**config.mk**
```make
export PLATFORM = sky130hd
export DESIGN_NAME = bus_uart_tx
export DESIGN_NICKNAME = d
export VERILOG_FILES = /design/src/rtl/uart_pkg.sv /design/src/rtl/sync_fifo.sv /design/src/rtl/bus_uart_tx.sv
export SDC_FILE = /design/constraint.sdc
export NUM_CORES = 1
export LEC_CHECK = 0
export ABC_AREA = 0
export BUFFER_PORTS_ARGS = -buffer_cell sky130_fd_sc_hd__buf_4
export CAP_MARGIN = 20
export CORE_ASPECT_RATIO = 0.6
export CORE_MARGIN = 5
export CORE_UTILIZATION = 45
export DETAILED_ROUTE_END_ITERATION = 10
export PLACE_DENSITY_LB_ADDON = 0.15
export SLEW_MARGIN = 20
export SYNTH_ARGS = -nofsm -noshare
export SYNTH_HDL_FRONTEND = slang
export SYNTH_HIERARCHICAL = 1
export SYNTH_SLANG_ARGS = --single-unit
```
**constraint.sdc**
```tcl
create_clock -name clock -period 3.7 [get_ports clock]
set_clock_uncertainty 0.2 [all_clocks]
set_input_delay 0.74 -clock clock [delete_from_list [all_inputs] [get_ports clock]]
set_output_delay 0.74 -clock clock [all_outputs]
set_load 0.02 [all_outputs]
```
**src/rtl/uart_pkg.sv**
```systemverilog
// Shared definitions for the memory-mapped UART transmitter: register offsets,
// STATUS bit positions, FSM state encoding and the DIVISOR write-merge helper.
package uart_pkg;

  localparam logic [1:0] REG_TXDATA  = 2'd0;
  localparam logic [1:0] REG_STATUS  = 2'd1;
  localparam logic [1:0] REG_DIVISOR = 2'd2;

  localparam int STAT_FULL  = 0;
  localparam int STAT_EMPTY = 1;
  localparam int STAT_BUSY  = 2;
  localparam int STAT_OVF   = 3;

  typedef enum logic [1:0] {
    IDLE  = 2'd0,
    START = 2'd1,
    DATA  = 2'd2,
    STOP  = 2'd3
  } uart_state_t;

  // Byte-lane merge of a DIVISOR write; a zero divisor would stall the bit timer, so it becomes 1.
  function automatic logic [15:0] div_merge(input logic [15:0] cur,
                                            input logic [15:0] wdata,
                                            input logic [1:0]  mask);
    logic [15:0] v;
    v = cur;
    if (mask[0]) v[7:0]  = wdata[7:0];
    if (mask[1]) v[15:8] = wdata[15:8];
    if (v == 16'd0) v = 16'd1;
    return v;
  endfunction

endpackage

```
**src/rtl/sync_fifo.sv**
```systemverilog
// Single-clock first-word-fall-through FIFO; a push while full is dropped unless
// a pop happens in the same cycle, and o_drop flags the dropped push.
module sync_fifo #(
  parameter int WIDTH = 8,
  parameter int DEPTH = 8,
  localparam int AW   = $clog2(DEPTH),
  localparam int CW   = AW + 1
) (
  input  logic             clock,
  input  logic             reset,
  input  logic             i_push,
  input  logic [WIDTH-1:0] i_wr_data,
  input  logic             i_pop,
  output logic [WIDTH-1:0] o_rd_data,
  output logic             o_full,
  output logic             o_empty,
  output logic [CW-1:0]    o_count,
  output logic             o_drop
);

  logic [WIDTH-1:0] r_mem [DEPTH];
  logic [AW-1:0]    r_wr_ptr;
  logic [AW-1:0]    r_rd_ptr;
  logic [CW-1:0]    r_count;
  logic             w_push_ok;
  logic             w_pop_ok;

  assign o_full    = (r_count == CW'(DEPTH));
  assign o_empty   = (r_count == '0);
  assign o_count   = r_count;
  assign o_rd_data = r_mem[r_rd_ptr];

  // A full FIFO still accepts a push when the head leaves in the same cycle.
  assign w_pop_ok  = i_pop && !o_empty;
  assign w_push_ok = i_push && (!o_full || w_pop_ok);
  assign o_drop    = i_push && !w_push_ok;

  always_ff @(posedge clock) begin
    if (w_push_ok) r_mem[r_wr_ptr] <= i_wr_data;
  end

  always_ff @(posedge clock or negedge reset) begin
    if (!reset) begin
      r_wr_ptr <= '0;
      r_rd_ptr <= '0;
      r_count  <= '0;
    end else begin
      if (w_push_ok) r_wr_ptr <= r_wr_ptr + AW'(1);
      if (w_pop_ok)  r_rd_ptr <= r_rd_ptr + AW'(1);
      case ({w_push_ok, w_pop_ok})
        2'b10:   r_count <= r_count + CW'(1);
        2'b01:   r_count <= r_count - CW'(1);
        default: r_count <= r_count;
      endcase
    end
  end

endmodule

```
**src/rtl/bus_uart_tx.sv**
```systemverilog
// Memory-mapped 8N1 UART transmitter: register window decode, registered read port,
// TX FIFO and the bit-timed serialiser FSM.
module bus_uart_tx
  import uart_pkg::*;
#(
  parameter logic [31:0] BASE_ADDR  = 32'h0000_0400,
  parameter int          FIFO_DEPTH = 8,
  parameter logic [15:0] DIV_RESET  = 16'd868
) (
  input  logic        clock,
  input  logic        reset,
  input  logic [31:0] bus_addr,
  input  logic [31:0] bus_data_w,
  input  logic [3:0]  bus_mask_w,
  input  logic        bus_write,
  output logic [31:0] bus_data_r,
  output logic        bus_hit,
  output logic        tx
);

  localparam int CW = $clog2(FIFO_DEPTH) + 1;

  logic        w_hit;
  logic [1:0]  w_off;
  logic        w_wr;
  logic        w_push;
  logic        w_pop;
  logic        w_ovf_clr;
  logic        w_div_wr;
  logic [7:0]  w_fifo_data;
  logic        w_full;
  logic        w_empty;
  logic [CW-1:0] w_count;
  logic        w_drop;
  logic        w_busy;
  logic        w_bit_end;
  logic [31:0] w_status;
  logic [31:0] w_rdata;
  logic [17:0] w_unused;

  logic [15:0] r_div;
  logic        r_ovf;
  logic [31:0] r_data_r;
  logic        r_hit;

  uart_state_t r_state, w_state_next;
  logic [15:0] r_timer, w_timer_next;
  logic [2:0]  r_bitcnt, w_bitcnt_next;
  logic [7:0]  r_shift, w_shift_next;
  logic [15:0] r_divq, w_divq_next;
  logic        r_tx, w_tx_next;

  assign w_unused  = {bus_data_w[31:16], bus_mask_w[3:2]};

  assign w_hit     = (bus_addr[31:2] == BASE_ADDR[31:2]);
  assign w_off     = bus_addr[1:0];
  assign w_wr      = w_hit && bus_write;
  assign w_push    = w_wr && (w_off == REG_TXDATA) && bus_mask_w[0];
  assign w_ovf_clr = w_wr && (w_off == REG_STATUS) && bus_mask_w[0] && bus_data_w[3];
  assign w_div_wr  = w_wr && (w_off == REG_DIVISOR) && (|bus_mask_w[1:0]);

  sync_fifo #(.WIDTH(8), .DEPTH(FIFO_DEPTH)) u_fifo (
    .clock     (clock),
    .reset     (reset),
    .i_push    (w_push),
    .i_wr_data (bus_data_w[7:0]),
    .i_pop     (w_pop),
    .o_rd_data (w_fifo_data),
    .o_full    (w_full),
    .o_empty   (w_empty),
    .o_count   (w_count),
    .o_drop    (w_drop)
  );

  assign w_busy   = (r_state != IDLE);
  assign w_status = {16'b0, 8'(w_count), 4'b0, r_ovf, w_busy, w_empty, w_full};

  always_comb begin
    w_rdata = 32'b0;
    case (w_off)
      REG_STATUS:  w_rdata = w_status;
      REG_DIVISOR: w_rdata = {16'b0, r_div};
      default:     w_rdata = 32'b0;
    endcase
  end

  always_ff @(posedge clock or negedge reset) begin
    if (!reset) begin
      r_div    <= DIV_RESET;
      r_ovf    <= 1'b0;
      r_data_r <= 32'b0;
      r_hit    <= 1'b0;
    end else begin
      r_hit    <= w_hit;
      r_data_r <= w_hit ? w_rdata : 32'b0;
      if (w_div_wr) r_div <= div_merge(r_div, bus_data_w[15:0], bus_mask_w[1:0]);
      if (w_drop)         r_ovf <= 1'b1;
      else if (w_ovf_clr) r_ovf <= 1'b0;
    end
  end

  assign bus_data_r = r_data_r;
  assign bus_hit    = r_hit;
  assign tx         = r_tx;

  // r_divq is never zero once a frame starts, so divq-1 cannot wrap during a frame.
  assign w_bit_end = (r_timer == (r_divq - 16'd1));

  always_ff @(posedge clock or negedge reset) begin
    if (!reset) begin
      r_state  <= IDLE;
      r_timer  <= 16'd0;
      r_bitcnt <= 3'd0;
      r_shift  <= 8'd0;
      r_divq   <= DIV_RESET;
      r_tx     <= 1'b1;
    end else begin
      r_state  <= w_state_next;
      r_timer  <= w_timer_next;
      r_bitcnt <= w_bitcnt_next;
      r_shift  <= w_shift_next;
      r_divq   <= w_divq_next;
      r_tx     <= w_tx_next;
    end
  end

  always_comb begin
    w_state_next  = r_state;
    w_timer_next  = r_timer;
    w_bitcnt_next = r_bitcnt;
    w_shift_next  = r_shift;
    w_divq_next   = r_divq;
    w_pop         = 1'b0;
    case (r_state)
      IDLE: begin
        if (!w_empty) begin
          w_pop        = 1'b1;
          w_shift_next = w_fifo_data;
          w_divq_next  = r_div;
          w_timer_next = 16'd0;
          w_state_next = START;
        end
      end
      START: begin
        if (w_bit_end) begin
          w_timer_next  = 16'd0;
          w_bitcnt_next = 3'd0;
          w_state_next  = DATA;
        end else begin
          w_timer_next = r_timer + 16'd1;
        end
      end
      DATA: begin
        if (w_bit_end) begin
          w_timer_next = 16'd0;
          w_shift_next = {1'b0, r_shift[7:1]};
          if (r_bitcnt == 3'd7) w_state_next = STOP;
          else                  w_bitcnt_next = r_bitcnt + 3'd1;
        end else begin
          w_timer_next = r_timer + 16'd1;
        end
      end
      STOP: begin
        if (w_bit_end) begin
          w_timer_next = 16'd0;
          w_state_next = IDLE;
        end else begin
          w_timer_next = r_timer + 16'd1;
        end
      end
      default: w_state_next = IDLE;
    endcase
  end

  // tx is registered from the next-state view so the line never glitches on decode.
  always_comb begin
    w_tx_next = 1'b1;
    case (w_state_next)
      START:   w_tx_next = 1'b0;
      DATA:    w_tx_next = w_shift_next[0];
      default: w_tx_next = 1'b1;
    endcase
  end

endmodule
```
==> results.sh, run 1 <==
export IMPL_outcome="finished clean"
export IMPL_post_route_wl_mm=17.4
export IMPL_timing_critical_path_to_type="flop"
export IMPL_num_rows=36
export IMPL_quantity_of_hold_fixing_buffers_added_after_cts=0
export IMPL_nNetsFinal=766
export IMPL_setup_violations=0
export IMPL_area_growth_syn_to_layout_pct=18.4
export IMPL_numPlacedInstances=872
export IMPL_synthesis_area_um2=7440
export IMPL_core_region_area_um2=16200
export IMPL_drc_errors=0
export IMPL_ys_flop_type="dfrtp_1"
export IMPL_yosysTopAreaCellShare=0.266
export IMPL_antenna_cells=0
export IMPL_netlist_top_cells_area="dfrtp_1 27%, edfxtp_1 26%, mux4_2 4.8%"
export IMPL_reg2reg_from="r_divq[0]"
export IMPL_yosysUniqueCellTypes=65
export IMPL_clock_root_buffer="clkbuf_16"
export IMPL_grt_max_degree=33
export IMPL_grt_usage=0.191
export IMPL_avgSynthCellArea_um2=12.5
export IMPL_clk_latency_ns=0.43
export IMPL_pwr_density_cell_nw_per_um2=428
export IMPL_detailed_place_hpwl_mm=12.6
export IMPL_grt_residual_overflow=0
export IMPL_design_portCount=105
export IMPL_die_width_um=176
export IMPL_firstDrtPassIters=5
export IMPL_dpl_instance_area_um2=8220
export IMPL_fp_dieH_um=110
export IMPL_tritoncts="done"
export IMPL_power_combinational_fraction=0.072
export IMPL_yosys_warnings=6
export IMPL_wl_per_cell_um=19.2
export IMPL_global_route_usage_met3=0.0488
export IMPL_worst_setup_path_startpoint="r_divq[0]"
export IMPL_period_needed_ns=3.48
export IMPL_gr_usage_met1=0.280
export IMPL_ir_drop_mv=0.241
export IMPL_netSwitchingFraction=0.244
export IMPL_max_slew_margin_rel=0.470
export IMPL_max_cap_violations=0
export IMPL_max_slew_worst_pin_slew_ns=0.795
export IMPL_net_switching_power_uw=917
export IMPL_sequentialPowerShare=0.478
export IMPL_layout_cells_non_filler=904
export IMPL_synth_edff_count=64
export IMPL_route_antenna_remaining_nets=0
export IMPL_finalMaxSlewViolations=0
export IMPL_final_core_utilization=0.543
export IMPL_port_buffers=70
export IMPL_antenna_found_initial=0
export IMPL_syn_instance_count=595
export IMPL_timing_final_crit_share=0.941
export IMPL_totalPowerFinal_mw=3.77
export IMPL_drtIter0Drc=411
export IMPL_async_flop_share=0.584
export IMPL_setup_worst_path_start_class="flop"
export IMPL_groute_layer_met2_usage=0.280
export IMPL_route_detailed_vias_per_inst=5.80
export IMPL_yosysSeqAreaShare=0.563
export IMPL_top_usage_layer="met1"
export IMPL_yosysMostFrequentCell="dfrtp_1"
export IMPL_htreeDepth=4
export IMPL_maximum_clock_rate_ghz=0.287
export IMPL_leakagePower_nw=3.67
export IMPL_start_util=0.459
export IMPL_holdCritPathClass="primary input to async pin"
export IMPL_p_int_mw=2.85
export IMPL_unrepaired_setup_endpoints_after_global_routing="false"
export IMPL_cts_sinks=154
export IMPL_clockPowerShare=0.449
export IMPL_critPathMaxFanout=9
export IMPL_post_route_cells_drive_above_1_share=0.291
export IMPL_finalInstanceArea_um2=8800
export IMPL_required_ns=3.82
export IMPL_timing_final_hold_violations=0
export IMPL_postCtsSetupRepairBufs=0
export IMPL_cts_max_path_buffers=2
export IMPL_gpl_final_weighted_congestion=0.810
export IMPL_yosys_register_bits=154
export IMPL_setup_tns_ns=0
export IMPL_via_count=5246
export IMPL_synth_top_cell_by_area="dfrtp_1"
export IMPL_clkTransAtPathRegs_ns=0.07
export IMPL_die_area_um2=19300
export IMPL_grt_first_pass_wirelength_mm=28.3
export IMPL_timing_worst_setup_path_type="flop to flop"
export IMPL_cts_made_buffers=17
export IMPL_filler_cell_count=1346
export IMPL_ys_top_cells_by_count="79 x dfrtp_1, 64 x edfxtp_1, 31 x mux2_2"
export IMPL_grt_pass1_vias=5388
export IMPL_critical_path_arrival_ns=3.60
## power by group through the flow
stage	combinational (mW)	sequential (mW)	clock (mW)
finish	0.272	1.80	1.69
global route	0.306	1.80	1.80
CTS	0.273	1.80	1.72
detailed placement	0.272	1.84	0
global placement	0.261	1.83	0
floorplan	0.164	1.83	0
## area by class of cell
| class | instances | area (um2) | share of cell area |
|---|---|---|---|
| clock inverters | 14 | 134 | 0.0152 |
| clock buffers | 18 | 439 | 0.0499 |
| repair buffers | 97 | 728 | 0.0827 |
| flip-flops and latches | 154 | 4190 | 0.476 |
| well taps | 209 | 262 | 0.0297 |
| multi-input cells | 388 | 2960 | 0.336 |
| inverters | 24 | 90.1 | 0.0102 |
## kinds of logic after synthesis
| logic type | count (synthesis) | synth area share |
|---|---|---|
| xor+xnor | 27 | 0.0318 |
| fa+ha+maj | 13 | 0.0229 |
| other cells | 1 | 0.000504 |
| buf+inv | 68 | 0.0471 |
| flops | 154 | 0.563 |
| compound gates | 104 | 0.0988 |
| simple gates | 177 | 0.134 |
| mux | 51 | 0.102 |
## layout by cell type, fill, tap and decap left out, types with 12 or more instances in the layout
| master | instances |
|---|---|
| buf_4 | 97 |
| dfrtp_1 | 79 |
| edfxtp_1 | 64 |
| mux2_2 | 31 |
| nand2_1 | 29 |
| nor2_1 | 27 |
| inv_1 | 24 |
| o21ai_0 | 23 |
| nor4_1 | 22 |
| xnor2_1 | 17 |
| clkbuf_16 | 17 |
| nor3_1 | 16 |
| conb_1 | 16 |
| mux4_2 | 16 |
| nand3_1 | 15 |
| a21oi_1 | 14 |
| a22o_1 | 13 |
| and3_1 | 13 |
| ha_1 | 12 |
## final timing paths
| check | end | slack [ns] | cells after the start |
|---|---|---|---|
| worst max-delay path | r_bitcnt[0] | 0.22 | 10 |
| worst min-delay path | r_timer[12] | 0.05 | 1 |
| worst max register to register | r_bitcnt[0] | 0.22 | 10 |
| worst min register to register | r_ovf | 0.29 | 1 |
| max in group asynchronous | r_divq[2] | 2.44 | 2 |
| min in group clock | r_ovf | 0.29 | 1 |
## registers in the layout, indices dropped and copies added (netlist names), 2 cells and up
signal	flops
r_div	16
r_bitcnt	3
r_timer	16
u_fifo/r_mem	64
u_fifo/o_count	4
r_shift	8
r_state	2
u_fifo/r_wr_ptr	3
bus_data_r	16
r_divq	16
u_fifo/r_rd_ptr	3
## worst max-delay path, stage by stage, from the launching register on
cell and delay, ns:
dfrtp_1 0.42, inv_1 0.10, ha_1 0.23, or3b_2 0.53
nor3_2 0.29, mux2_2 0.36, o21ai_0 0.10, o221ai_2 0.15
or2_1 0.38, nor2_1 0.25, mux2_2 0.36
## stage by stage
| stage | setup WS (ns) | hold slack, ns |
|---|---|---|
| after floorplan | 0.125 | 0.244 |
| after global placement | -0.0286 | 0.269 |
| after detailed placement | -0.0931 | 0.271 |
| after CTS | 0.151 | 0.0604 |
| after global routing | 0.0288 | 0.0808 |
| final | 0.219 | 0.0514 |
## per-layer routing
metal	part of all wire	vias to the layer above
li1	-	2399
met1	0.51	2646
met2	0.42	185
met3	0.061	16
met4	0.013	0
met5	0	-
## repair_timing
item	4_1_cts	5_1_grt
gates resized for setup	0	1
setup endpoints to repair	0	1
endpoints found under the hold margin	0	0
No activity file was read; power rests on OpenSTA's default activity.
==> run 2: changes to the inputs <==
- clock period: 3.7 -> 4.32 ns (I/O delays scaled with it)
==> run 2 against run 1 <==
  * Global-route usage decreased by 0.23 points
  * Clock power down 17%
  * Die area is the same
  * Wire length decreased by 1.7%
  * Via count down 1.5%
  * Register-to-register slack better by 0.36 ns
  * Total power down 16%
  * Non-clock buffer count shrank 11
  * Sequential power fell by 14%
  * Combinational power shrank 18%
  * First-iteration DRC count is 0.73% higher
==> results.sh, run 2 (synthesis results as in run 1) <==
export IMPL_grt_residual_overflow=0
export IMPL_antenna_found_initial=0
export IMPL_grt_usage=0.189
export IMPL_hold_path_startpoint="r_ovf"
export IMPL_drc_errors=0
export IMPL_maximum_clock_rate_ghz=0.264
export IMPL_outcome="finished clean"
export IMPL_holdCritPathClass="flop to flop"
export IMPL_grt_first_pass_wirelength_mm=28.0
export IMPL_registers_top_by_ff_count="u_fifo/r_mem"
export IMPL_grt_max_degree=63
export IMPL_unrepaired_setup_endpoints_after_global_routing="false"
export IMPL_clkTransAtPathRegs_ns=0.06
export IMPL_setup_violations=0
export IMPL_power_combinational_fraction=0.070
export IMPL_max_cap_violations=0
export IMPL_timing_final_crit_share=0.875
export IMPL_cts_max_path_buffers=2
export IMPL_firstDrtPassIters=5
export IMPL_ir_drop_mv=0.183
export IMPL_sequentialPowerShare=0.487
export IMPL_postCtsSetupRepairBufs=0
export IMPL_quantity_of_hold_fixing_buffers_added_after_cts=0
export IMPL_setup_worst_path_start_class="primary input"
export IMPL_tritoncts="done"
export IMPL_post_route_cells_drive_above_1_share=0.275
export IMPL_final_core_utilization=0.537
export IMPL_reg2reg_from="r_divq[0]"
export IMPL_route_detailed_vias_per_inst=5.79
export IMPL_post_route_wl_mm=17.1
export IMPL_die_area_um2=19300
export IMPL_clk_latency_ns=0.42
export IMPL_period_needed_ns=3.78
export IMPL_number_of_cells_upsized_or_downsized_after_cts=0
export IMPL_nNetsFinal=755
export IMPL_net_switching_power_uw=724
export IMPL_start_util=0.459
export IMPL_grt_pass1_vias=5248
export IMPL_finalInstanceArea_um2=8710
export IMPL_finalMaxSlewViolations=0
export IMPL_drtIter0Drc=414
export IMPL_leakagePower_nw=3.62
export IMPL_via_count=5169
export IMPL_max_slew_margin_rel=0.445
export IMPL_max_slew_worst_pin_slew_ns=0.833
export IMPL_critPathMaxFanout=9
export IMPL_pwr_density_cell_nw_per_um2=364
export IMPL_netSwitchingFraction=0.228
export IMPL_required_ns=4.39
export IMPL_cts_sinks=154
export IMPL_detailed_place_hpwl_mm=12.3
export IMPL_timing_final_hold_violations=0
export IMPL_most_common_layout_cells="86 x buf_4, 79 x dfrtp_1, 64 x edfxtp_1"
export IMPL_cts_made_buffers=17
export IMPL_core_region_area_um2=16200
export IMPL_area_growth_syn_to_layout_pct=17.1
export IMPL_ff2ff_setup_slack_ns=0.58
export IMPL_clockPowerShare=0.443
export IMPL_die_width_um=176
export IMPL_design_portCount=105
export IMPL_timing_critical_path_to_type="flop"
export IMPL_critical_path_arrival_ns=3.86
export IMPL_dpl_instance_area_um2=8140
export IMPL_setup_tns_ns=0
export IMPL_fp_dieH_um=110
export IMPL_clock_root_buffer="clkbuf_16"
export IMPL_htreeDepth=4
export IMPL_timing_worst_setup_path_type="primary input to flop"
export IMPL_gpl_final_weighted_congestion=0.817
export IMPL_layout_cells_most_common="buf_4"
export IMPL_port_buffers=70
export IMPL_route_antenna_remaining_nets=0
export IMPL_worst_setup_path_startpoint="bus_addr[9]"
export IMPL_p_int_mw=2.45
export IMPL_wl_per_cell_um=19.1
export IMPL_num_rows=36
export IMPL_max_reg_flops=64
export IMPL_antenna_cells=0
[run 2: path summary, 6_finish.rpt]
kind,to,cells after the start
setup / recovery,u_fifo/o_count[3],12
hold / removal,r_ovf,1
setup reg to reg,r_bitcnt[0],10
hold reg to reg,r_ovf,1
max in group asynchronous,r_div[2],2
min in group asynchronous,r_timer[10],1
[run 2: critical path, stage by stage]
cell and delay [ns]:
buf_4 0.11, nor4b_1 0.31, nand4_1 0.16, nor2_1 0.15, and3_1 0.19, and2_1 0.23
o21ai_4 0.13, ha_1 0.33, ha_1 0.39, or4b_2 0.68, o311ai_0 0.16, o211ai_1 0.16
[run 2: through the flow]
| stage | power, mW | setup WS [ns] | hold slack [ns] | std cells |
|---|---|---|---|---|
| floorplan | 1.71 | 0.621 | 0.251 | 610 |
| finish | 3.17 | 0.538 | 0.303 | 893 |
| detailed placement | 1.79 | 0.0963 | 0.290 | 861 |
| global route | 3.29 | 0.379 | 0.312 | 893 |
| CTS | 3.19 | 0.547 | 0.304 | 893 |
| global placement | 1.78 | 0.222 | 0.269 | 861 |
[run 2: area by class of cell]
type | instances | area, um2
fillers | 1346 | 7500
flip-flops and latches | 154 | 4190
multi-input cells | 388 | 2960
repair buffers | 86 | 646
clock buffers | 24 | 513
well taps | 209 | 262
inverters | 24 | 90.1
clock inverters | 8 | 56.3
[run 2: per-layer routing]
metal | global-route usage | share of wire
met5 | 0 | 0
met4 | 0.0517 | 0.0099
met3 | 0.0553 | 0.069
met2 | 0.278 | 0.43
met1 | 0.276 | 0.49
[run 2: power groups by stage]
stage | Clock (mW) | Combinational [mW] | Sequential [mW]
4_1_cts | 1.43 | 0.222 | 1.54
2_1_floorplan | 0 | 0.140 | 1.57
5_1_grt | 1.50 | 0.248 | 1.54
3_3_place_gp | 0 | 0.213 | 1.57
3_5_place_dp | 0 | 0.221 | 1.57
6_report | 1.41 | 0.222 | 1.54
==> run 3: changes to the inputs <==
- clock period: 4.32 -> 4.4 ns (I/O delays scaled with it)
==> run 3 against run 2 <==
  * Combinational power is essentially flat
  * Worst setup slack gained 0.17 ns
  * Final cell count is the same
  * Register-to-register slack gained 0.30 ns
  * First-iteration DRC count shrank 1.4%
  * Non-clock buffer count is the same
  * Highest routed layer unchanged
==> results.sh, run 3 (synthesis results as in run 1) <==
export IMPL_outcome="finished clean"
export IMPL_layout_cells_non_filler=893
export IMPL_route_detailed_vias_per_inst=5.73
export IMPL_clockPowerShare=0.479
export IMPL_pwr_density_cell_nw_per_um2=379
export IMPL_leakagePower_nw=3.65
export IMPL_maximum_clock_rate_ghz=0.271
export IMPL_timing_final_hold_violations=0
export IMPL_clkTransAtPathRegs_ns=0.06
export IMPL_fin_hold_ws_ns=0.283
export IMPL_sequentialPowerShare=0.454
export IMPL_grt_first_pass_wirelength_mm=28.3
export IMPL_wl_per_cell_um=19.1
export IMPL_setup_worst_path_start_class="primary input"
export IMPL_cts_max_path_buffers=2
export IMPL_setup_tns_ns=0
export IMPL_registers_top_by_ff_count="u_fifo/r_mem"
export IMPL_grt_pass1_vias=5389
export IMPL_timing_final_crit_share=0.839
export IMPL_unrepaired_setup_endpoints_after_global_routing="false"
export IMPL_port_buffers=70
export IMPL_gpl_final_weighted_congestion=0.793
export IMPL_dpl_instance_area_um2=8140
export IMPL_cts_sinks=154
export IMPL_ir_drop_mv=0.248
export IMPL_timing_critical_path_cells="buf_4 -> nor4b_1 -> nand4_1 -> nor2_1 -> and3_1 -> and2_1 -> o21ai_4 -> ha_1 -> ha_1 -> or4b_2 -> o311ai_0 -> o211ai_1"
export IMPL_num_rows=36
export IMPL_finalMaxSlewViolations=0
export IMPL_max_cap_violations=0
export IMPL_rr_worst_depth=9
export IMPL_number_of_cells_upsized_or_downsized_after_cts=0
export IMPL_setup_violations=0
export IMPL_layout_cells_most_common="buf_4"
export IMPL_antenna_found_initial=0
export IMPL_nNetsFinal=755
export IMPL_area_growth_syn_to_layout_pct=18.2
export IMPL_p_int_mw=2.60
export IMPL_fp_dieH_um=110
export IMPL_clock_root_buffer="clkbuf_16"
export IMPL_die_width_um=176
export IMPL_htreeDepth=4
export IMPL_antenna_cells=0
export IMPL_core_region_area_um2=16200
export IMPL_period_needed_ns=3.69
export IMPL_post_route_wl_mm=17.1
export IMPL_preCtsSetupSlack_ns=0.275
export IMPL_timing_critical_path_max_delay_family="simple AND/OR/NAND/NOR gates"
export IMPL_net_switching_power_uw=737
export IMPL_timing_critical_path_slowest_cell_delay_ns=0.67
export IMPL_power_combinational_fraction=0.067
export IMPL_route_antenna_remaining_nets=0
export IMPL_numPlacedInstances=861
export IMPL_drtIter0Drc=408
export IMPL_clk_latency_ns=0.43
export IMPL_setup_slack_ns=0.707
export IMPL_critical_path_n_buffers_inverters=1
export IMPL_die_area_um2=19300
export IMPL_crit_cells=12
export IMPL_max_reg_flops=64
export IMPL_required_ns=4.49
export IMPL_tritoncts="done"
export IMPL_via_count=5118
export IMPL_start_util=0.459
export IMPL_drc_errors=0
export IMPL_cts_made_buffers=17
export IMPL_max_slew_worst_pin_slew_ns=0.928
export IMPL_timing_critical_path_to_type="flop"
export IMPL_grt_residual_overflow=0
export IMPL_netSwitchingFraction=0.221
export IMPL_grt_usage=0.190
export IMPL_worst_path_max_delay_cell="or4b_2"
export IMPL_cpMostUsedCell="ha_1"
export IMPL_holdCritPathClass="flop to flop"
export IMPL_most_common_layout_cells="86 x buf_4, 79 x dfrtp_1, 64 x edfxtp_1"
export IMPL_design_portCount=105
export IMPL_detailed_place_hpwl_mm=12.2
export IMPL_max_slew_margin_rel=0.381
export IMPL_firstDrtPassIters=5
export IMPL_critical_path_arrival_ns=3.79
export IMPL_post_route_cells_drive_above_1_share=0.276
export IMPL_grt_max_degree=72
export IMPL_critPathMaxFanout=9
export IMPL_hold_path_depth=1
export IMPL_quantity_of_hold_fixing_buffers_added_after_cts=0
export IMPL_postCtsSetupRepairBufs=0
export IMPL_timing_worst_setup_path_type="primary input to flop"
export IMPL_finalInstanceArea_um2=8790
run 3: cell types whose count changed in the layout (fill, tap and decap cells not counted), sizes merged:
cell      previous run  this run
clkbuf              24        18
bufinv               0         5
clkinvlp             1         4
clkinv               4         3
inv                 27        26
run 3: stage by stage:
| step | total power [mW] | utilization |
|---|---|---|
| 5_1_grt | 3.46 | 0.542 |
| 2_1_floorplan | 1.68 | - |
| 3_3_place_gp | 1.76 | 0.502 |
| 3_5_place_dp | 1.76 | 0.502 |
| 4_1_cts | 3.36 | 0.542 |
| 6_report | 3.34 | 0.542 |
run 3: metal layers:
| layer | vias up | track usage | share of wire |
|---|---|---|---|
| met5 | - | 0 | 0 |
| met4 | 0 | 0.0590 | 0.013 |
| met3 | 17 | 0.0436 | 0.055 |
| met2 | 177 | 0.285 | 0.43 |
| met1 | 2559 | 0.276 | 0.50 |
| li1 | 2365 | - | - |
run 3: worst paths after layout:
check / from / end / slack, ns
max reg2reg: r_divq[4] / tx / 0.88
max in group asynchronous: reset / tx / 2.74
min: r_ovf / r_ovf / 0.28
max: bus_addr[9] / u_fifo/o_count[3] / 0.71
min in group asynchronous: reset / r_timer[8] / 0.39
min reg2reg: r_ovf / r_ovf / 0.28
run 3: power by group through the flow:
stage	Combinational, mW	Clock (mW)	Sequential, mW
after global routing	0.248	1.70	1.52
after floorplan	0.137	0	1.54
final	0.222	1.60	1.52
after global placement	0.215	0	1.54
after detailed placement	0.222	0	1.54
after CTS	0.223	1.63	1.52
run 3: layout make-up:
class                   instances  area, um2
fillers                      1322       7420
well taps                     209        262
clock inverters                14        220
multi-input cells             388       2960
repair buffers                 86        646
inverters                      24       90.1
flip-flops and latches        154       4190
clock buffers                  18        429
